## config.mk

```make
export PLATFORM = sky130hd
export DESIGN_NAME = io_bus_master_flat
export DESIGN_NICKNAME = d
export VERILOG_FILES = /design/src/rtl/io_bus_master_if.sv /design/src/rtl/io_bus_master.sv /design/src/flat_wrapper.sv
export SDC_FILE = /design/constraint.sdc
export NUM_CORES = 1
export LEC_CHECK = 0
export ABC_AREA = 1
export BUFFER_PORTS_ARGS = -buffer_cell sky130_fd_sc_hd__buf_2
export CORE_MARGIN = 2
export CORE_UTILIZATION = 55
export CTS_BUF_LIST = sky130_fd_sc_hd__clkbuf_8
export DETAILED_ROUTE_END_ITERATION = 6
export GPL_ROUTABILITY_DRIVEN = 1
export GPL_TIMING_DRIVEN = 0
export HOLD_SLACK_MARGIN = 0.06
export PLACE_DENSITY_LB_ADDON = 0.3
export SYNTH_ARGS = -nofsm -noshare
export SYNTH_HDL_FRONTEND = slang
export SYNTH_SLANG_ARGS = --single-unit
```

## constraint.sdc

```tcl
create_clock -name clk -period 1.7 [get_ports clk]
set_input_delay 0 -clock clk [delete_from_list [all_inputs] [get_ports clk]]
set_output_delay 0 -clock clk [all_outputs]
set_load 0.1 [all_outputs]
```

## src/rtl/io_bus_master_if.sv

```systemverilog
// Command, response and register-port signals shared by io_bus_master and
// its environment. The master modport is the block's own view.
interface io_bus_master_if;
  logic       cmd_valid;
  logic       cmd_ready;
  logic [1:0] cmd_op;
  logic [2:0] cmd_addr;
  logic [7:0] cmd_data;

  logic       rsp_valid;
  logic       rsp_ready;
  logic [7:0] rsp_data;
  logic       rsp_err;

  logic       bus_en;
  logic       bus_we_n;
  logic [2:0] bus_a;
  logic [7:0] bus_wdata;
  logic [7:0] bus_rdata;
  logic       bus_oe;

  modport master (
    input  cmd_valid, cmd_op, cmd_addr, cmd_data,
    output cmd_ready,
    output rsp_valid, rsp_data, rsp_err,
    input  rsp_ready,
    output bus_en, bus_we_n, bus_a, bus_wdata,
    input  bus_rdata, bus_oe
  );

  modport slave (
    output cmd_valid, cmd_op, cmd_addr, cmd_data,
    input  cmd_ready,
    input  rsp_valid, rsp_data, rsp_err,
    output rsp_ready,
    input  bus_en, bus_we_n, bus_a, bus_wdata,
    output bus_rdata, bus_oe
  );
endinterface

```

## src/rtl/io_bus_master.sv

```systemverilog
// Register-port bus master: turns write / read / set-bits / clear-bits
// commands into one-cycle strobes on an 8-bit register port, waits a bounded
// number of edges for read data and returns one response per command.
// All outputs are registered; the bus strobe is computed one edge ahead.
module io_bus_master #(
  parameter int TIMEOUT = 4
) (
  input logic            clk,
  input logic            rst_n,
  io_bus_master_if.master bus
);

  localparam int         DATA_W   = 8;
  localparam logic [4:0] TO_EDGES = 5'(TIMEOUT);
  localparam logic [1:0] OP_WR    = 2'b00;
  localparam logic [1:0] OP_RD    = 2'b01;
  localparam logic [1:0] OP_SET   = 2'b10;

  typedef enum logic [2:0] {
    IDLE    = 3'd0,
    WR      = 3'd1,
    RD      = 3'd2,
    RD_WAIT = 3'd3,
    RMW_WR  = 3'd4,
    RSP     = 3'd5
  } state_t;

  state_t              state_q, state_d;
  logic                cmd_ready_q, cmd_ready_d;
  logic                rsp_valid_q, rsp_valid_d;
  logic [DATA_W-1:0]   rsp_data_q, rsp_data_d;
  logic                rsp_err_q, rsp_err_d;
  logic                bus_en_q, bus_en_d;
  logic                bus_we_n_q, bus_we_n_d;
  logic [2:0]          bus_a_q, bus_a_d;
  logic [DATA_W-1:0]   bus_wdata_q, bus_wdata_d;
  logic [3:0]          cnt_q, cnt_d;
  logic                hit_q, hit_d;

  // Command context and captured read data; only meaningful once loaded.
  logic [1:0]          op_q, op_d;
  logic [2:0]          addr_q, addr_d;
  logic [DATA_W-1:0]   mask_q, mask_d;
  logic [DATA_W-1:0]   rbuf_q, rbuf_d;

  logic [DATA_W-1:0]   rd_val;
  logic [4:0]          cnt_nx;

  // Read-modify-write result for set-bits (OR) and clear-bits (AND-NOT).
  function automatic logic [DATA_W-1:0] rmw_value(input logic [1:0]        op,
                                                  input logic [DATA_W-1:0] rdata,
                                                  input logic [DATA_W-1:0] mask);
    rmw_value = (op == OP_SET) ? (rdata | mask) : (rdata & ~mask);
  endfunction

  // Next-state, next-output and data-capture decode.
  always_comb begin
    state_d     = state_q;
    cmd_ready_d = cmd_ready_q;
    rsp_valid_d = rsp_valid_q;
    rsp_data_d  = rsp_data_q;
    rsp_err_d   = rsp_err_q;
    bus_en_d    = 1'b0;
    bus_we_n_d  = 1'b1;
    bus_a_d     = 3'd0;
    bus_wdata_d = '0;
    cnt_d       = cnt_q;
    hit_d       = hit_q;
    op_d        = op_q;
    addr_d      = addr_q;
    mask_d      = mask_q;
    rbuf_d      = rbuf_q;
    rd_val      = hit_q ? rbuf_q : bus.bus_rdata;
    cnt_nx      = {1'b0, cnt_q} + 5'd1;

    unique case (state_q)
      IDLE: begin
        if (bus.cmd_valid && cmd_ready_q) begin
          op_d        = bus.cmd_op;
          addr_d      = bus.cmd_addr;
          mask_d      = bus.cmd_data;
          cmd_ready_d = 1'b0;
          cnt_d       = 4'd0;
          hit_d       = 1'b0;
          bus_en_d    = 1'b1;
          bus_a_d     = bus.cmd_addr;
          if (bus.cmd_op == OP_WR) begin
            state_d     = WR;
            bus_we_n_d  = 1'b0;
            bus_wdata_d = bus.cmd_data;
          end else begin
            state_d = RD;
          end
        end
      end

      WR: begin
        state_d     = RSP;
        rsp_valid_d = 1'b1;
        rsp_data_d  = mask_q;
        rsp_err_d   = 1'b0;
      end

      // Strobe ends on this edge: first bus_oe sample, first counted edge.
      RD: begin
        cnt_d = 4'd1;
        if (bus.bus_oe) begin
          hit_d  = 1'b1;
          rbuf_d = bus.bus_rdata;
        end
        if (!bus.bus_oe && TO_EDGES == 5'd1) begin
          state_d     = RSP;
          rsp_valid_d = 1'b1;
          rsp_data_d  = '0;
          rsp_err_d   = 1'b1;
          cnt_d       = 4'd0;
        end else begin
          state_d = RD_WAIT;
        end
      end

      RD_WAIT: begin
        if (hit_q || bus.bus_oe) begin
          if (op_q == OP_RD) begin
            state_d     = RSP;
            rsp_valid_d = 1'b1;
            rsp_data_d  = rd_val;
            rsp_err_d   = 1'b0;
          end else begin
            state_d     = RMW_WR;
            rbuf_d      = rmw_value(op_q, rd_val, mask_q);
            bus_en_d    = 1'b1;
            bus_we_n_d  = 1'b0;
            bus_a_d     = addr_q;
            bus_wdata_d = rmw_value(op_q, rd_val, mask_q);
          end
          cnt_d = 4'd0;
        end else if (cnt_nx >= TO_EDGES) begin
          state_d     = RSP;
          rsp_valid_d = 1'b1;
          rsp_data_d  = '0;
          rsp_err_d   = 1'b1;
          cnt_d       = 4'd0;
        end else begin
          cnt_d = cnt_nx[3:0];
        end
      end

      RMW_WR: begin
        state_d     = RSP;
        rsp_valid_d = 1'b1;
        rsp_data_d  = rbuf_q;
        rsp_err_d   = 1'b0;
      end

      RSP: begin
        if (bus.rsp_ready) begin
          state_d     = IDLE;
          rsp_valid_d = 1'b0;
          cmd_ready_d = 1'b1;
        end
      end

      default: begin
        state_d     = IDLE;
        cmd_ready_d = 1'b1;
        rsp_valid_d = 1'b0;
      end
    endcase
  end

  // Control state and registered outputs; reset aborts any transaction.
  always_ff @(posedge clk or negedge rst_n) begin
    if (!rst_n) begin
      state_q     <= IDLE;
      cmd_ready_q <= 1'b1;
      rsp_valid_q <= 1'b0;
      rsp_data_q  <= '0;
      rsp_err_q   <= 1'b0;
      bus_en_q    <= 1'b0;
      bus_we_n_q  <= 1'b1;
      bus_a_q     <= 3'd0;
      bus_wdata_q <= '0;
      cnt_q       <= 4'd0;
      hit_q       <= 1'b0;
    end else begin
      state_q     <= state_d;
      cmd_ready_q <= cmd_ready_d;
      rsp_valid_q <= rsp_valid_d;
      rsp_data_q  <= rsp_data_d;
      rsp_err_q   <= rsp_err_d;
      bus_en_q    <= bus_en_d;
      bus_we_n_q  <= bus_we_n_d;
      bus_a_q     <= bus_a_d;
      bus_wdata_q <= bus_wdata_d;
      cnt_q       <= cnt_d;
      hit_q       <= hit_d;
    end
  end

  // Command context and read buffer; loaded before any use, so no reset.
  always_ff @(posedge clk) begin
    op_q   <= op_d;
    addr_q <= addr_d;
    mask_q <= mask_d;
    rbuf_q <= rbuf_d;
  end

  assign bus.cmd_ready = cmd_ready_q;
  assign bus.rsp_valid = rsp_valid_q;
  assign bus.rsp_data  = rsp_data_q;
  assign bus.rsp_err   = rsp_err_q;
  assign bus.bus_en    = bus_en_q;
  assign bus.bus_we_n  = bus_we_n_q;
  assign bus.bus_a     = bus_a_q;
  assign bus.bus_wdata = bus_wdata_q;

endmodule

```

## src/flat_wrapper.sv

```systemverilog
// flat-port wrapper written by rule: the top's interface ports become plain ports
module io_bus_master_flat 
#(
  parameter int TIMEOUT = 4
)
  (clk, rst_n, bus_cmd_valid, bus_cmd_op, bus_cmd_addr, bus_cmd_data, bus_cmd_ready, bus_rsp_valid, bus_rsp_data, bus_rsp_err, bus_rsp_ready, bus_bus_en, bus_bus_we_n, bus_bus_a, bus_bus_wdata, bus_bus_rdata, bus_bus_oe);
  io_bus_master_if bus_i ();
  input logic clk;
  input logic rst_n;
  input wire logic [$bits(bus_i.cmd_valid)-1:0] bus_cmd_valid;
  input wire logic [$bits(bus_i.cmd_op)-1:0] bus_cmd_op;
  input wire logic [$bits(bus_i.cmd_addr)-1:0] bus_cmd_addr;
  input wire logic [$bits(bus_i.cmd_data)-1:0] bus_cmd_data;
  output wire logic [$bits(bus_i.cmd_ready)-1:0] bus_cmd_ready;
  output wire logic [$bits(bus_i.rsp_valid)-1:0] bus_rsp_valid;
  output wire logic [$bits(bus_i.rsp_data)-1:0] bus_rsp_data;
  output wire logic [$bits(bus_i.rsp_err)-1:0] bus_rsp_err;
  input wire logic [$bits(bus_i.rsp_ready)-1:0] bus_rsp_ready;
  output wire logic [$bits(bus_i.bus_en)-1:0] bus_bus_en;
  output wire logic [$bits(bus_i.bus_we_n)-1:0] bus_bus_we_n;
  output wire logic [$bits(bus_i.bus_a)-1:0] bus_bus_a;
  output wire logic [$bits(bus_i.bus_wdata)-1:0] bus_bus_wdata;
  input wire logic [$bits(bus_i.bus_rdata)-1:0] bus_bus_rdata;
  input wire logic [$bits(bus_i.bus_oe)-1:0] bus_bus_oe;
  assign bus_i.cmd_valid = bus_cmd_valid;
  assign bus_i.cmd_op = bus_cmd_op;
  assign bus_i.cmd_addr = bus_cmd_addr;
  assign bus_i.cmd_data = bus_cmd_data;
  assign bus_cmd_ready = bus_i.cmd_ready;
  assign bus_rsp_valid = bus_i.rsp_valid;
  assign bus_rsp_data = bus_i.rsp_data;
  assign bus_rsp_err = bus_i.rsp_err;
  assign bus_i.rsp_ready = bus_rsp_ready;
  assign bus_bus_en = bus_i.bus_en;
  assign bus_bus_we_n = bus_i.bus_we_n;
  assign bus_bus_a = bus_i.bus_a;
  assign bus_bus_wdata = bus_i.bus_wdata;
  assign bus_i.bus_rdata = bus_bus_rdata;
  assign bus_i.bus_oe = bus_bus_oe;
  io_bus_master #(.TIMEOUT(TIMEOUT)) u_core (.clk(clk), .rst_n(rst_n), .bus(bus_i));
endmodule
```

==> results by group <==
Run status
  • Status: finished, final reports clean

Setup path
  • Worst reg2reg setup slack: 0.03 ns
  • Arr. time, crit path: 1.70 ns
  • Worst EP required: 1.72 ns
  • Largest stage delay on the critical path: between 0.4 and 0.5 ns
  • Crit-path max FO: 13
  • Endpoint type of the worst setup path: flop
  • Crit-path cells: nor2_4 > nand2_1 > inv_4 > nand2_2 > clkinvlp_4 > buf_12
  • Worst Setup Start Kind: flop
  • Setup Crit Path Kind: flop to flop
  • Max stage delay cell, worst path: dfrtp_2

Cells and area
  • Area of the multi-input gates: approximately 1000 µm²
  • Fill cells: 340
  • Final Util: 73.8%
  • # nets final: between 400 and 500
  • Share of cells above drive strength 1: between 20% and 30%
  • Register area: 1450 µm²
  • Antenna Cells: 0
  • Non-Filler Instances: 430
  • Non-Filler Cell Area, Final: 3260 µm²
  • Area Overhead vs Synth: 27.4%

Place
  • Final HPWL DP: between 4000 and 5000 µm
  • Port-buffer cells: 49
  • GP Congestion: 0.797
  • Placed Cells: 395
  • Area of placed instances: 2870 µm²

Logic synthesis
  • #FFs+latches synth: 53
  • Register area share after synthesis: approximately 56%
  • Synthesized area: 2560 µm²
  • Ys Warns: 0
  • Share of the synthesized area in the top cell type: 29.4%
  • Biggest area consumer among synthesized cells: dfrtp_1
  • Ys async rst share: 60.4%
  • Top cells by area, synth: dfrtp_1 (29%), edfxtp_1 (25%), nand2_1 (14%)
  • Syn Inst Count: 294
  • Main synth FF type: dfrtp_1
  • Syn nets: 322
  • Avg Inst Size Synth: 8.69 µm²
  • Synth cell types: 28
  • EDFF count, synth: 21

Detailed routing
  • Drt pass-1 iters: 5
  • Drt initial violations: about 270
  • Post-route DRC: 0
  • Remaining antenna violation count: 0
  • Routed WL: a little over 6000 µm
  • Vias: 2335
  • Vias/cell: 5.43
  • WL/cell: 14.4 µm

Floorplanning
  • Die Y: around 72 µm
  • Die area: between 5000 and 6000 µm²
  • Core area: 4410 µm²
  • Row cnt: 24
  • IO Pins: 50
  • Die width: around 72 µm
  • Initial Utilization: 57.9%

Clock tree
  • Clock latency on the worst-skew pair: approximately 0.31 ns
  • CTS max path bufs: 2
  • CTS tree: done
  • Clk sinks: 53
  • H-tree depth: 2
  • Clock Root Buffer: clkbuf_8
  • Clock buffer count from CTS: 5
  • Clock transition at path regs: 0.09 ns

Timing
  • Clk_skew: 0.00895 ns
  • Min Tclk post-route: 1.67 ns
  • Fin. max-slew vios: 0
  • RSZ-0062 raised after global routing: true
  • Hold WS: 0.0807 ns
  • # setup viols final: 0
  • Worst-Margin Slew: around 0.73 ns
  • Final Hold Violating Endpoints: 0
  • Fin crit share: between 90% and 100%
  • Slew headroom: 51.3%
  • Fmax: 598 MHz

Pwr
  • Worst VDD drop: 1.42 mV
  • Static Leak: approximately 1.6 nW
  • PD cells: 1830 nW/µm²

GRT
  • GR Util All Layers: roughly a quarter
  • Largest net degree at the start of global routing: 33
  • Initial antenna violation count: 0
  • First-pass GRT wire length: approximately 10000 µm
  • Vias in the first global route: 2182
  • Grt ovf: 0

Min path
  • Hold WC Path Type: input port to flop

Job
  • Max Cap Viol: 0
## timing repair
| action | in CTS | in global routing |
|---|---|---|
| hold buffers | 19 | 0 |
| endpoints found under the hold margin | 60 | 0 |
| setup endpoints to repair | 25 | 40 |
| gates resized for setup | 3 | 12 |
| buffers inserted | 2 | 6 |
| pin swaps | 0 | 1 |
## kinds of logic (layout without fill, tap and decap cells)
kind of cell	after synthesis	count (layout)	synth area share [%]
AND/OR/NAND/NOR	172	172	29.7
flip-flops	53	53	56.1
buffers and inverters	34	118	5.53
AO/OA/AOI/OAI	33	33	7.73
adder cells (fa/ha/maj)	2	2	0.979
## flip-flops by register name (all words and copies together), names as in the netlist
signal                count
u_core.bus.bus_wdata      8
u_core.hit_q              1
u_core.bus.cmd_ready      1
u_core.bus.bus_en         1
u_core.mask_q             8
u_core.addr_q             3
u_core.bus.rsp_valid      1
u_core.bus.bus_we_n       1
u_core.bus.rsp_data       8
u_core.state_q            3
u_core.bus.bus_a          3
u_core.bus.rsp_err        1
u_core.cnt_q              4
u_core.op_q               2
u_core.rbuf_q             8
## layout by cell type, fill, tap and decap left out, types with 3 or more instances in the layout
master	n
a22o_1	4
buf_2	50
nand3_1	39
clkinvlp_4	3
o21ai_0	15
a21oi_1	3
dfrtp_2	6
nor2_1	20
nor2_4	5
nand2_2	5
edfxtp_1	21
nand2_1	95
o22ai_1	5
dlygate4sd3_1	19
clkbuf_8	5
nand2_4	3
dfrtp_1	24
buf_4	9
inv_1	26
## power breakdown
| group | total, mW | switching, mW | internal, mW |
|---|---|---|---|
| Clock | 0.687 | 0.407 | 0.281 |
| Combinational | 3.33 | 2.55 | 0.780 |
| Sequential | 1.95 | 0.227 | 1.73 |
| Total | 5.97 | 3.18 | 2.79 |
## worst max-delay path, delay by kind of cell (launching register included)
family,cells,cell delay (ns)
AND/OR/NAND/NOR,3,0.48
flip-flops,1,0.47
buffers and inverters,3,0.44
## area by class of cell
type,instances,area share [%]
timing repair buffer,76,15.6
inverter,29,3.65
sequential,53,44.4
buffer,5,1.08
clock inverter,3,0.461
tap,52,2.00
clock buffer,5,2.11
multi-input combinational,207,30.7
## stage by stage
stage / setup WS, ns / total power, mW / TNS (ns)
after CTS: 0.0297 / 5.83 / 0
after detailed placement: -0.144 / 5.06 / -2.86
after global routing: -0.0670 / 6.30 / -0.596
after floorplan: 0.108 / 4.43 / 0
final: 0.0273 / 5.97 / 0
after global placement: -0.150 / 5.01 / -2.32
## final timing paths
path,cells after the start,endpoint,startpoint
setup / recovery,6,u_core.addr_q[1],u_core.state_q[0]
hold / removal,3,u_core.rbuf_q[3],bus_bus_rdata[3]
setup reg to reg,6,u_core.addr_q[1],u_core.state_q[0]
hold reg to reg,2,u_core.bus.rsp_data[4],u_core.bus.rsp_data[4]
max in group asynchronous,2,u_core.state_q[1],rst_n
min in group asynchronous,2,u_core.bus.rsp_data[3],rst_n
## per-layer routing
metal / global-route usage (%) / up-vias / wire length (µm)
met5: 0 / - / 0
met4: 9.01 / 0 / 73
met3: 4.58 / 6 / 410
met2: 41.9 / 89 / 3090
met1: 34.0 / 1102 / 2610
li1: - / 1138 / -
## cell usage after synthesis (2+ instances only)
cell type / number
ha_1: 2
nand2_2: 6
buf_2: 2
nor2_4: 4
o211ai_1: 2
inv_1: 26
dfstp_2: 2
o22ai_1: 5
dfrtp_1: 30
o21ai_1: 2
inv_2: 3
nand3_1: 39
o21ai_0: 15
a21oi_1: 3
nand4_1: 2
edfxtp_1: 21
nor2_1: 21
nand2_1: 96
a22o_1: 4
(Power assumes the default switching activity.)
